[src/rtl/ccff_loader.sv]
// Streams 32-bit bitstream words MSB-first into a configuration flip-flop chain,
// and can run a walking-one integrity test on the chain.
module ccff_loader #(
    parameter int BITSTREAM_SIZE = 29696,
    parameter int WORD_TIMEOUT   = 1024
) (
    input  logic                                  prog_clk,
    input  logic                                  pReset,
    input  logic                                  start_load,
    input  logic                                  start_test,
    input  logic                                  abort,
    input  logic [31:0]                           word_data,
    input  logic                                  word_valid,
    output logic                                  word_ready,
    output logic                                  ccff_head,
    output logic                                  ccff_shift_en,
    input  logic                                  ccff_tail,
    output logic                                  busy,
    output logic                                  done,
    output logic                                  error,
    output logic [$clog2(BITSTREAM_SIZE+2)-1:0]   bit_count
);

    localparam int CW = $clog2(BITSTREAM_SIZE + 2);
    localparam int TW = $clog2(WORD_TIMEOUT + 1);
    localparam logic [CW-1:0] LAST_BIT     = CW'(BITSTREAM_SIZE - 1);
    localparam logic [CW-1:0] FULL_COUNT   = CW'(BITSTREAM_SIZE);
    localparam logic [CW-1:0] POST_COUNT   = CW'(BITSTREAM_SIZE + 1);
    localparam logic [TW-1:0] TIMEOUT_LAST = TW'(WORD_TIMEOUT - 1);

    typedef enum logic [2:0] {IDLE, LOAD, TEST, DONE, ERR} state_t;

    state_t          r_state;
    logic [31:0]     r_shreg;
    logic [5:0]      r_bitsLeft;
    logic [CW-1:0]   r_bitCount;
    logic [TW-1:0]   r_timeout;

    logic            w_haveBit;
    logic            w_testShift;
    logic            w_accept;

    // The bit on ccff_head is always the MSB of the shift register, so a word
    // accepted while the last bit is going out refills it without a bubble.
    assign w_haveBit   = (r_state == LOAD) && (r_bitsLeft != 6'd0);
    assign w_testShift = (r_state == TEST) && (r_bitCount <= FULL_COUNT);
    assign word_ready  = (r_state == LOAD) &&
                         ((r_bitsLeft == 6'd0) ||
                          ((r_bitsLeft == 6'd1) && (r_bitCount != LAST_BIT)));
    assign w_accept    = word_valid && word_ready;

    assign ccff_shift_en = w_haveBit || w_testShift;
    assign ccff_head     = (w_haveBit && r_shreg[31]) ||
                           (w_testShift && (r_bitCount == '0));
    assign busy      = (r_state == LOAD) || (r_state == TEST);
    assign done      = (r_state == DONE);
    assign error     = (r_state == ERR);
    assign bit_count = r_bitCount;

    always_ff @(posedge prog_clk or negedge pReset) begin
        if (!pReset) begin
            r_state    <= IDLE;
            r_shreg    <= '0;
            r_bitsLeft <= 6'd0;
            r_bitCount <= '0;
            r_timeout  <= '0;
        end else if (abort) begin
            r_state    <= IDLE;
            r_shreg    <= '0;
            r_bitsLeft <= 6'd0;
            r_timeout  <= '0;
        end else begin
            case (r_state)
                IDLE, DONE, ERR: begin
                    if (start_load) begin
                        r_state    <= LOAD;
                        r_shreg    <= '0;
                        r_bitsLeft <= 6'd0;
                        r_bitCount <= '0;
                        r_timeout  <= '0;
                    end else if (start_test) begin
                        r_state    <= TEST;
                        r_bitCount <= '0;
                    end
                end
                LOAD: begin
                    if (w_haveBit) begin
                        r_bitCount <= r_bitCount + CW'(1);
                        if (r_bitCount == LAST_BIT) begin
                            r_state    <= DONE;
                            r_shreg    <= '0;
                            r_bitsLeft <= 6'd0;
                        end else if (w_accept) begin
                            r_shreg    <= word_data;
                            r_bitsLeft <= 6'd32;
                            r_timeout  <= '0;
                        end else begin
                            r_shreg    <= {r_shreg[30:0], 1'b0};
                            r_bitsLeft <= r_bitsLeft - 6'd1;
                        end
                    end else if (w_accept) begin
                        r_shreg    <= word_data;
                        r_bitsLeft <= 6'd32;
                        r_timeout  <= '0;
                    end else begin
                        r_timeout <= r_timeout + TW'(1);
                        if (r_timeout == TIMEOUT_LAST) begin
                            r_state <= ERR;
                        end
                    end
                end
                TEST: begin
                    // The walking one must reach the tail after exactly
                    // BITSTREAM_SIZE shifts and be gone one shift later.
                    if (w_testShift) begin
                        r_bitCount <= r_bitCount + CW'(1);
                    end
                    if ((r_bitCount == FULL_COUNT) && !ccff_tail) begin
                        r_state <= ERR;
                    end else if (r_bitCount == POST_COUNT) begin
                        r_state <= ccff_tail ? ERR : DONE;
                    end
                end
                default: r_state <= IDLE;
            endcase
        end
    end

endmodule

[config.mk]
export PLATFORM = sky130hd
export DESIGN_NAME = ccff_loader
export DESIGN_NICKNAME = d
export VERILOG_FILES = /design/src/rtl/ccff_loader.sv
export SDC_FILE = /design/constraint.sdc
export NUM_CORES = 1
export LEC_CHECK = 0
export BUFFER_PORTS_ARGS = -buffer_cell sky130_fd_sc_hd__buf_4
export CAP_MARGIN = 10
export CORE_AREA = 3 3 105 132
export CTS_CLUSTER_SIZE = 16
export DETAILED_ROUTE_END_ITERATION = 8
export DIE_AREA = 0 0 108 135
export SLEW_MARGIN = 20
export SYNTH_ARGS = -nofsm -noshare
export SYNTH_HDL_FRONTEND = slang
export SYNTH_SLANG_ARGS = --single-unit
[constraint.sdc]
create_clock -name prog_clk -period 2.8 [get_ports prog_clk]
set_input_delay 0.14 -clock prog_clk [delete_from_list [all_inputs] [get_ports prog_clk]]
set_output_delay 0.14 -clock prog_clk [all_outputs]
set_load 0.02 [all_outputs]
==> flow_summary.ini <==
[sta]
rsz0062_at_grt = no
maxSlewViolCount = 0
slew_headroom_pct = 41.86
skew_ns = 0.007559
finalHoldViolCount = 0
fin_crit_sh_pct = 81.75
period_minus_slack_ns = 2.289
whs_ns = 0.007525
fmax_mhz = 436.9
finalSetupTns_ns = 0
worst_pin_slew_ns = 0.8721
setup_viol_count_final = 0

[yosys]
yosysSeqAreaShare_pct = 44.18
synth-compound-area-share_pct = 26.97
synth.distinct_cells = 59
synth_top_family_by_area = compound AO/OA/AOI/OAI gates
yosysWarnings = 0
synthesis.nets = 424
synthTopCellsByArea = dfrtp_1 44%, a22o_1 8.1%, a21o_1 6.7%
synth_mux_area_share_pct = 0.5605
synth.top_cell.area_share_pct = 44.18
postSynthAreaPerCell_um2 = 10.01
async_reset_ff_share_pct = 100.0
syn_inst = 379
synth_xor_area_share_pct = 0.2308
synth_seq_cells = 67
synth_ff_type = dfrtp_1
synth_fa_ha_area_share_pct = 1.978
yosysTopAreaCell = dfrtp_1
synth_simple_gate_area_share_pct = 21.43
synth_edf_count = 0
syn_area_um2 = 3795

[setup_path]
crit_path_top_delay_cell = nor4_4
max_stage_delay_ns = 0.50
cp.required_ns = 3.02
reg2reg_slack_ns = 0.51
path_class = flip-flop to flip-flop
worstRegToRegCells = 6
critPathArrivalTime_ns = 2.51
cp-end-kind = flip-flop
worstPathMaxFanout = 35
cp-start-kind = flip-flop
crit_chain = nor4_4 > nand4_1 > nand2b_1 > buf_4 > nor2_1 > a22o_1

[placement]
routabilityCongestion = 0.8565
portBuffers = 59
place_hpwl_mm = 6.193

[route]
vias = 3355
routed_wl_mm = 9.307
wl_per_cell_um = 14.84
drt_iter0_drc = 135
vias_per_cell = 5.351
first_pass_iters = 4
drc = 0
ant_nets = 0

[layout]
fill_cells = 1281
register_area_um2 = 1677
post-route-util_pct = 37.94
drive_above_1_share_pct = 20.04
diodes = 0
multi_input_area_um2 = 1942
final_common_cell = dfrtp_1
finalNetCount = 499
synthToLayoutAreaGrowth_pct = 27.17
mostFrequentLayoutCells = 67 x dfrtp_1, 62 x buf_4, 35 x a22o_1, 34 x a21o_1, 23 x nor2_1

[clocking]
clkLatencyLatePin_ns = 0.34
htreeDepth = 3
cts.repair.resized = 0
cts.clk_slew.worst_paths_ns = 0.06
cts.path.max_buffers = 2
post_cts_buffers = 0
cts_inserted_buffers = 9
ctsHoldBuffers = 21
tritoncts = built
cts_sinks = 67
cts-root-buf = clkbuf_16

[run_status]
outcome = finished, final reports clean

[pwr]
pwr-share-comb_pct = 33.5
total_power_w = 0.003464
p_sw_share_pct = 37.41
power.switching_w = 0.001296
power.density_nw_per_um2 = 717.8
clock_power_share_pct = 31.6
leakagePower_nw = 2.410
seq_power_share_pct = 35.0
power.internal_w = 0.002168
vdd_drop_max_uv = 354.2

[floorplan]
ios = 60
start_util_pct = 29.83
fp.coreArea_um2 = 12720
rows = 46
die_width_um = 108
die-area_um2 = 14580
die_h_um = 135

[global_route]
grt_first_pass_wirelength_mm = 16.01
grt_max_degree = 68
grt_use_total_pct = 13.58
grt_pass1_vias = 3199
antenna_found_initial = 0
overflow = 0

[worst_hold_path]
min_path_cells = 2
worstHoldPathType = input port to flip-flop

[flow_run]
max-cap-violations = 0
## cell usage after synthesis (all sizes together) (7+ instances only)
master,n
nand2,20
nor2,24
o21ai,12
and3,10
nand3,22
a21o,34
o31ai,15
a21oi,19
or4,13
a22o,35
inv,8
dfrtp,67
buf,16
nor3,7
## path summary, 6_finish.rpt
check	startpoint	endpoint
setup / recovery	r_bitsLeft[2]$_DFFE_PN0P_	r_bitsLeft[5]$_DFFE_PN0P_
hold / removal	word_data[27]	r_shreg[27]$_DFFE_PN0P_
setup reg to reg	r_bitsLeft[2]$_DFFE_PN0P_	r_bitsLeft[5]$_DFFE_PN0P_
hold reg to reg	r_timeout[10]$_DFFE_PN0P_	r_timeout[10]$_DFFE_PN0P_
max in group asynchronous	pReset	r_shreg[6]$_DFFE_PN0P_
min in group asynchronous	pReset	r_shreg[30]$_DFFE_PN0P_
## routing by layer
layer / routed length (um) / GRT usage, % / up-vias
met3: 410 / 3.156 / 15
met4: 196 / 5.053 / 0
met1: 4247 / 18.01 / 1642
li1: - / - / 1610
met2: 4452 / 21.58 / 88
met5: 0 / 0 / -
## power by group through the flow
stage               registers [W]  logic, W  clock network [W]
CTS                       0.00121   0.00118            0.00112
global placement          0.00122   0.00113                  0
floorplan                 0.00121  0.000837                  0
finish                    0.00121   0.00116            0.00109
global route              0.00123   0.00131            0.00116
detailed placement        0.00123   0.00115                  0
## state kept, by name, indices dropped and copies added, names as in the netlist
register,cells
r_shreg,32
bit_count,15
r_timeout,11
r_state,3
r_bitsLeft,6
## logic make-up (layout without fill, tap and decap cells)
group           Yosys count  after routing
xor+xnor                  1              1
simple gates            139            139
fa+ha+maj                 6              6
flops                    67             67
compound gates          136            136
mux                       2              2
buf+inv                  28            108
## final cells by class
type	count	area share (%)
Tap cell	168	4.356
Inverter	9	0.7000
Clock buffer	10	4.952
Clock inverter	6	1.011
Timing Repair Buffer	83	14.00
Multi-Input combinational cell	284	40.24
Sequential cell	67	34.74
## critical path, delay by kind of cell (launching register included)
family | cells | cell delay [ns]
AO/OA/AOI/OAI | 1 | 0.19
buffers and inverters | 1 | 0.36
flip-flops | 1 | 0.43
AND/OR/NAND/NOR | 4 | 1.20
## stage by stage
stage | setup WS [ns] | area, um2 | std cells
2_1_floorplan | 0.7579 | 3795 | 379
3_3_place_gp | 0.5169 | 4328 | 590
3_5_place_dp | 0.5143 | 4328 | 590
4_1_cts | 0.5013 | 4826 | 627
5_1_grt | 0.2402 | 4826 | 627
6_report | 0.5109 | 4826 | 627
Power figures use the tool's default switching activity.
